===== src/rtl/pc_sequencer_pkg.sv =====
// Shared definitions for the 9-bit CPU instruction sequencer:
// sequencer state encoding and default program-counter constants.
package pc_sequencer_pkg;

    typedef enum logic [2:0] {
        IDLE  = 3'd0,
        FETCH = 3'd1,
        EXEC  = 3'd2,
        MEM   = 3'd3,
        HALT  = 3'd4
    } seq_state_e;

    localparam int PC_W_DEF     = 10;
    localparam int START_PC_DEF = 0;

endpackage


===== src/rtl/sat_counter.sv =====
// Width-parameterised saturating up-counter with synchronous clear.
// Clear has priority over enable; the count holds at all-ones.
module sat_counter #(
    parameter int W = 16
) (
    input  logic         clk,
    input  logic         rst_n,
    input  logic         clr,
    input  logic         en,
    output logic [W-1:0] cnt
);

    localparam logic [W-1:0] CNT_ONE = W'(1);
    localparam logic [W-1:0] CNT_MAX = '1;

    // Count enabled cycles, stop at the maximum value, restart on clear.
    always_ff @(posedge clk or negedge rst_n) begin
        if (!rst_n) begin
            cnt <= '0;
        end else if (clr) begin
            cnt <= '0;
        end else if (en && (cnt != CNT_MAX)) begin
            cnt <= cnt + CNT_ONE;
        end
    end

endmodule


===== src/rtl/pc_sequencer.sv =====
// Instruction sequencer for the 9-bit CPU: owns the program counter,
// fetches instructions, stalls on data-memory handshakes, applies
// branch targets and halts when the decoder reports done.
// Optional build macro SEQ_WATCHDOG_EN adds a wait-cycle watchdog that
// aborts a stalled fetch or memory access into HALT with err set.
//
// Handshakes: fetch_req is held for the whole FETCH state and the word
// is taken in the cycle instr_valid is high (ir_load strobes then);
// mem_req is held for the whole MEM state and the access completes in
// the cycle mem_ack is high (exec_en strobes then). Acknowledges seen
// outside their own state are ignored.
module pc_sequencer
    import pc_sequencer_pkg::*;
#(
    parameter int PC_W        = PC_W_DEF,
    parameter int START_PC    = START_PC_DEF,
    parameter int WDOG_CYCLES = 255
) (
    input  logic            clk,
    input  logic            rst_n,
    input  logic            start,
    output logic            fetch_req,
    output logic [PC_W-1:0] pc,
    input  logic            instr_valid,
    output logic            ir_load,
    input  logic            done_in,
    input  logic            load_en,
    input  logic            stor_en,
    input  logic            branch_take,
    input  logic [PC_W-1:0] branch_tgt,
    output logic            mem_req,
    input  logic            mem_ack,
    output logic            exec_en,
    output logic            busy,
    output logic            halted,
    output logic            err,
    output logic [15:0]     cycle_cnt
);

    localparam logic [PC_W-1:0] PC_START = PC_W'(START_PC);
    localparam logic [PC_W-1:0] PC_ONE   = PC_W'(1);

    seq_state_e state;
    logic       restart;
    logic       timeout;

    // Outputs that depend only on the state register.
    assign fetch_req = (state == FETCH);
    assign mem_req   = (state == MEM);
    assign busy      = (state == FETCH) || (state == EXEC) || (state == MEM);
    assign halted    = (state == HALT);

    // Strobes that complete a handshake in the same cycle.
    assign ir_load = (state == FETCH) && instr_valid;
    assign exec_en = ((state == EXEC) && !done_in && !load_en && !stor_en)
                   || ((state == MEM) && mem_ack);

    // A start pulse is honoured only when the machine is not running.
    assign restart = start && ((state == IDLE) || (state == HALT));

    sat_counter #(.W(16)) u_cycle_cnt (
        .clk   (clk),
        .rst_n (rst_n),
        .clr   (restart),
        .en    (busy),
        .cnt   (cycle_cnt)
    );

`ifdef SEQ_WATCHDOG_EN
    localparam logic [7:0] WD_LAST = 8'(WDOG_CYCLES - 1);

    logic       waiting;
    logic [7:0] wd_cnt;
    logic       err_q;

    // Consecutive wait cycles; any non-waiting cycle clears the count, which
    // also clears it on every entry to FETCH or MEM.
    assign waiting = ((state == FETCH) && !instr_valid)
                  || ((state == MEM) && !mem_ack);
    assign timeout = waiting && (wd_cnt == WD_LAST);
    assign err     = err_q;

    sat_counter #(.W(8)) u_wdog_cnt (
        .clk   (clk),
        .rst_n (rst_n),
        .clr   (!waiting),
        .en    (waiting),
        .cnt   (wd_cnt)
    );

    // Sticky timeout flag, cleared when the machine is restarted.
    always_ff @(posedge clk or negedge rst_n) begin
        if (!rst_n) begin
            err_q <= 1'b0;
        end else if (restart) begin
            err_q <= 1'b0;
        end else if (timeout) begin
            err_q <= 1'b1;
        end
    end
`else
    assign timeout = 1'b0;
    assign err     = 1'b0;
`endif

    // Sequencer state machine and program counter.
    always_ff @(posedge clk or negedge rst_n) begin
        if (!rst_n) begin
            state <= IDLE;
            pc    <= PC_START;
        end else begin
            case (state)
                IDLE: begin
                    if (start) begin
                        pc    <= PC_START;
                        state <= FETCH;
                    end
                end
                FETCH: begin
                    if (instr_valid) begin
                        state <= EXEC;
                    end else if (timeout) begin
                        state <= HALT;
                    end
                end
                EXEC: begin
                    if (done_in) begin
                        state <= HALT;
                    end else if (load_en || stor_en) begin
                        state <= MEM;
                    end else begin
                        pc    <= branch_take ? branch_tgt : (pc + PC_ONE);
                        state <= FETCH;
                    end
                end
                MEM: begin
                    if (mem_ack) begin
                        pc    <= pc + PC_ONE;
                        state <= FETCH;
                    end else if (timeout) begin
                        state <= HALT;
                    end
                end
                HALT: begin
                    if (start) begin
                        pc    <= PC_START;
                        state <= FETCH;
                    end
                end
                default: begin
                    state <= IDLE;
                end
            endcase
        end
    end

endmodule


===== config.mk =====
export PLATFORM = sky130hd
export DESIGN_NAME = pc_sequencer
export DESIGN_NICKNAME = d
export VERILOG_FILES = /design/src/rtl/pc_sequencer_pkg.sv /design/src/rtl/sat_counter.sv /design/src/rtl/pc_sequencer.sv
export SDC_FILE = /design/constraint.sdc
export NUM_CORES = 1
export LEC_CHECK = 0
export ABC_AREA = 1
export CAP_MARGIN = 0
export CORE_ASPECT_RATIO = 0.8
export CORE_MARGIN = 1.5
export CORE_UTILIZATION = 53
export CTS_CLUSTER_SIZE = 25
export DETAILED_ROUTE_END_ITERATION = 6
export GPL_TIMING_DRIVEN = 0
export HOLD_SLACK_MARGIN = 0.15
export PLACE_DENSITY = 0.89
export SLEW_MARGIN = 5
export SYNTH_ARGS = -nofsm -noshare
export SYNTH_HDL_FRONTEND = slang
export SYNTH_SLANG_ARGS = --single-unit

===== constraint.sdc =====
create_clock -name clk -period 2.6 [get_ports clk]
set_clock_uncertainty 0.15 [all_clocks]
set_input_delay 0.52 -clock clk [delete_from_list [all_inputs] [get_ports clk]]
set_output_delay 0.52 -clock clk [all_outputs]
set_load 0.005 [all_outputs]

Word-level counts from Yosys, hierarchy flattened --
Cells that the tools add are included.
Cells by class: equal/unequal tests 10, shift-type cells 0, muxes and demuxes 14, bitwise logic cells 0, reduce and logical (&&, ||, !) cells 21, multiply operators 0, add/sub/neg operators 2, div/mod/pow operators 0, magnitude comparators 0
Operators by type and width (count):
- 2-to-1 mux 10 bit | 5
- 2-to-1 mux 16 bit | 2
- case mux 10 bit (3 select lines) | 1
- adder 16 x 1 -> 16 bit (second input constant) | 1
- != test 16 bit (second input constant) | 1
- 2-to-1 mux 3 bit | 4
- case mux 3 bit (4 select lines) | 1
- adder 10 x 1 -> 10 bit (second input constant) | 1
- logical AND 1 bit | 7
- == test 3 x 2 -> 1 bit (second input constant) | 2
- != test 2 x 1 -> 1 bit (second input constant) | 3
- logical OR 1 bit | 5
- AND reduction 5 bit | 1
- != test 2 bit (second input constant) | 2
- == test 3 x 1 -> 1 bit (second input constant) | 1
- == test 3 bit (second input constant) | 1
- logical NOT 1 bit | 3
- logical NOT 3 bit | 1
- AND reduction 3 bit | 1
- nonzero test 3 bit | 1
- 2-to-1 mux 2 bit | 1
- nonzero test 2 bit | 1
- OR reduction 2 bit | 1
Storage, ports and cells: bits in latches 0, output and inout port bits 33, input bits 19, bits in registers 29, memories 0, bits in writable memories 0, word-level logic and storage cells 50, bits in read-only memories 0

Logic depth before layout (Yosys ltp) --
word-level depth 6, gate-level depth with buffers 10, mapped depth without buffers 9

Modules after synthesis --
Synthesis repeated with hierarchy kept, for this count alone.
Unflattened totals: cells, all modules 323, area, all modules 2138.3 um2
Modules (own cells, without submodules):
- pc_sequencer | area each 1101.1 um2, sequential area each 325.3 um2, cells each 179, instances 1
- sat_counter | area each 1037.2 um2, sequential area each 400.4 um2, cells each 144, instances 1

Worst setup path before layout --
No wires, ideal clock.
path kind register to register, from register u_cycle_cnt.cnt[0], to register u_cycle_cnt.cnt[10], setup slack 0.970 ns, period minus slack after synthesis 1.630 ns, buffers on the path 1, library setup time 0.066 ns, required time 2.384 ns, cell stages (with the launch flop) 11, data arrival time 1.415 ns, path through dfrtp_1 -> ha_1 -> nand3_2 -> inv_2 -> nand2_2 -> nor2_4 -> nor2_4 -> nor2_4 -> buf_6 -> nand2_1 -> nand2_1
On the way: longest elaborated chain between the ends 3, elaborated cells on any way between the ends 6, classes of those cells add/sub: 1; eq/ne: 1; mux: 2; reduce/logical: 2
RTL lines:
- start, declared | line sat_counter.sv:10 | output logic [W-1:0] cnt
- start signal, assigned | line sat_counter.sv:23 | cnt <= cnt + CNT_ONE;
- adder 16 x 1 -> 16 bit / != test 16 bit (equally long branches) | line sat_counter.sv:23, sat_counter.sv:22
- 2-to-1 mux 16 bit / logical AND 1 bit (equally long branches) | line sat_counter.sv:22 | end else if (en && (cnt != CNT_MAX)) begin
- 2-to-1 mux 16 bit / nonzero test 2 bit (equally long branches)
Several ways; a longest one is shown, not always the timed one. The select of a mux whose other input is x is not followed. A chain may end at the register's enable or synchronous reset.

Worst setup path in the final report --
from register state[2], to output port exec_en
On the way: longest elaborated chain between the ends 5, elaborated cells on any way between the ends 7, classes of those cells eq/ne: 2; reduce/logical: 5
RTL lines:
- start, declared | line pc_sequencer.sv:43 | seq_state_e state;
- start signal, assigned | line pc_sequencer.sv:109 | state <= IDLE;
- start signal, assigned | line pc_sequencer.sv:116 | state <= FETCH;
- start signal, assigned | line pc_sequencer.sv:121 | state <= EXEC;
- == test 3 x 2 -> 1 bit | line pc_sequencer.sv:55 | assign exec_en = ((state == EXEC) && !done_in && !load_en && !stor_en)
- logical AND 1 bit (3 in series) | line pc_sequencer.sv:55
- logical OR 1 bit * | line pc_sequencer.sv:56 | || ((state == MEM) && mem_ack);
- end, declared | line pc_sequencer.sv:33 | output logic exec_en,
Mark *: on every way between the ends. The rest lies on a longest branch, timed or not.

==> run metrics <==
Total Routing Usage GR 27.6%; Final Hold Fails 0; Syn-to-layout area delta 31.7%; CP Max Fanout 10; reg-to-reg setup timing slack 0.72 ns; vias 2245; Slew headroom 54.9%; largest net degree at the start of global routing 30; vias in the first global route 1988; TritonCTS clock tree done; # hold bufs at CTS 0; Post-Syn Nets 340; DRT iter0 DRCs 296; diode count 0; Vias per Instance 5.33; Initial Util 54.9%; Sink Count 29; setup bufs post-CTS 0; crit-path cells inv_2 > nand3_1 > buf_4 > o21ai_0 > clkdlybuf4s50_1; yosys synthesis warning count 0; Post-CTS Resized 0; VDD IR max 610 µV; post-synthesis area per instance 6.46 µm²; Tmin final 2.55 ns; most frequent cells in the layout nand2_1 (113), clkdlybuf4s50_1 (49), nor2_1 (42); Clock transition at path regs 0.07 ns; #FFs+latches synth 29; Synth Instances 319; final setup violating endpoints 0; Reg-to-Reg End u_cycle_cnt.cnt[13]; Worst Tran Pin Value 0.676 ns; Distinct cells, synth 24; remaining antenna violation count after routing 0; Critical Path Slowest Stage Cell clkdlybuf4s50_1; Worst setup EP type output port; worst endpoint required time 1.93 ns; CP Launch Type register; fill cell count 316; final period utilization 98.0%; Max stage delay on crit path 0.53 ns; antenna violations before repair 0; maxcap violations 0; layout cells sized above 1 8.22%; status finished, final reports clean; Seq/Total Area, Yosys 35.2%; worst r2r src u_cycle_cnt.cnt[0]; Post-synth EDFFs 0; prevailing post-synth register cell dfrtp_1; most common cell after layout, fill and taps aside nand2_1; Remaining Overflow, GRT 0; die height 58.8 µm; drc violations 0; max-slew violations 0; arrival time at the worst endpoint 1.88 ns; leakage 1.30 nW; synthesized area 2060 µm²; path depth of the worst reg2reg path 9; Row Count 20; crit path kind register to output port; Pre-antenna DRT Iters 4; HP Class input pin to async pin; IO Pins 52; total CTS buffers 5; fmax 392 MHz; Longest Clk Path Bufs 2; total power 2.42 mW; H-Tree Depth 2; Placer Congestion 0.913; Power Density 892 nW/µm²; hpwl dp 3980 µm; clk root buf clkbuf_8; ys async rst share 100%; wire per inst 12.9 µm; placed inst area 2620 µm²; total routed wirelength 5430 µm; CP endpoint exec_en; Final TNS setup 0 ns; Skew-Pair Late Insertion Delay 0.29 ns; Layout Nets 397; RSZ-0062 raised after global routing false; Die Area 4280 µm²; Port Buffers 50; first-pass GRT wire length 8980 µm; chip width 72.7 µm; Finished Cell Area 2720 µm²; Core Box Area 3750 µm²; crit path launch state[2]
## cells by family (layout without fill, tap and decap cells)
kind of cell             after synthesis  after routing  share of synthesized area (%)
other                                  1              1                          0.182
AND/OR/NAND/NOR                      208            208                           43.6
adder cells (fa/ha/maj)                2              2                           1.21
XOR/XNOR                               8              8                           3.40
flip-flops                            29             29                           35.2
buffers and inverters                 37             95                           7.71
AO/OA/AOI/OAI                         34             34                           8.74
## state kept, by name, indices dropped and copies added (netlist names)
register         count
u_cycle_cnt.cnt     16
pc                  10
state                3
## routing by layer
layer	track usage [%]	wire (µm)
met3	5.48	454
met1	41.2	2550
met2	38.9	2370
met5	0	0
met4	11.3	46
## where the power goes
| part | internal, mW | switching [mW] | leakage [nW] |
|---|---|---|---|
| clock | 0.239 | 0.183 | 0.0542 |
| sequential | 0.565 | 0.176 | 0.389 |
| combinational | 0.541 | 0.718 | 0.853 |
| total | 1.34 | 1.08 | 1.30 |
## worst min path at each step
stage,end,from,cells past startpoint
after CTS,pc[1],pc[1],2
final,u_cycle_cnt.cnt[13],rst_n,1
after global placement,pc[1],pc[1],2
after global routing,u_cycle_cnt.cnt[1],rst_n,1
after detailed placement,pc[8],pc[8],2
after floorplan,pc[0],rst_n,0
## metrics by stage
step	hold slack [ns]	util (%)	instances	setup WS, ns
6_report	0.115	72.4	421	0.0508
5_1_grt	0.174	72.4	421	0.0168
4_1_cts	0.398	72.4	421	0.0738
3_5_place_dp	0.385	69.7	413	0.115
3_3_place_gp	0.372	69.7	413	0.117
2_1_floorplan	0.0744	-	319	0.970
## critical path: cells and delay by family, from the launching register on
kind	cells	cell delay, ns
buf+inv	3	0.85
flops	1	0.43
compound gates	1	0.18
simple gates	1	0.14
## layout make-up
cell class | instances | area (µm²) | area share (%)
clock inverters | 1 | 5.00 | 0.184
flip-flops and latches | 29 | 726 | 26.7
well taps | 44 | 55.1 | 2.03
multi-input cells | 253 | 1180 | 43.4
repair buffers | 50 | 495 | 18.2
clock buffers | 7 | 96.3 | 3.55
plain buffers | 7 | 46.3 | 1.70
inverters | 30 | 113 | 4.15
## synth_stat cells, types with 2 or more instances
master	count	area share, %
nand2_1	113	21
nor3_1	2	0.49
buf_4	3	1.1
o21ai_1	5	1.2
nor2_2	2	0.61
inv_2	7	1.3
clkbuf_1	2	0.36
nand4_1	13	3.9
nand2_2	2	0.61
xor2_1	8	3.4
a21oi_1	3	0.73
o21bai_1	4	1.5
nor2_1	43	7.8
dfrtp_1	29	35
ha_1	2	1.2
nor2_4	4	2.2
nand3_1	27	6.6
inv_1	23	4.2
o21ai_0	22	5.3
(Power assumes the default switching activity.)
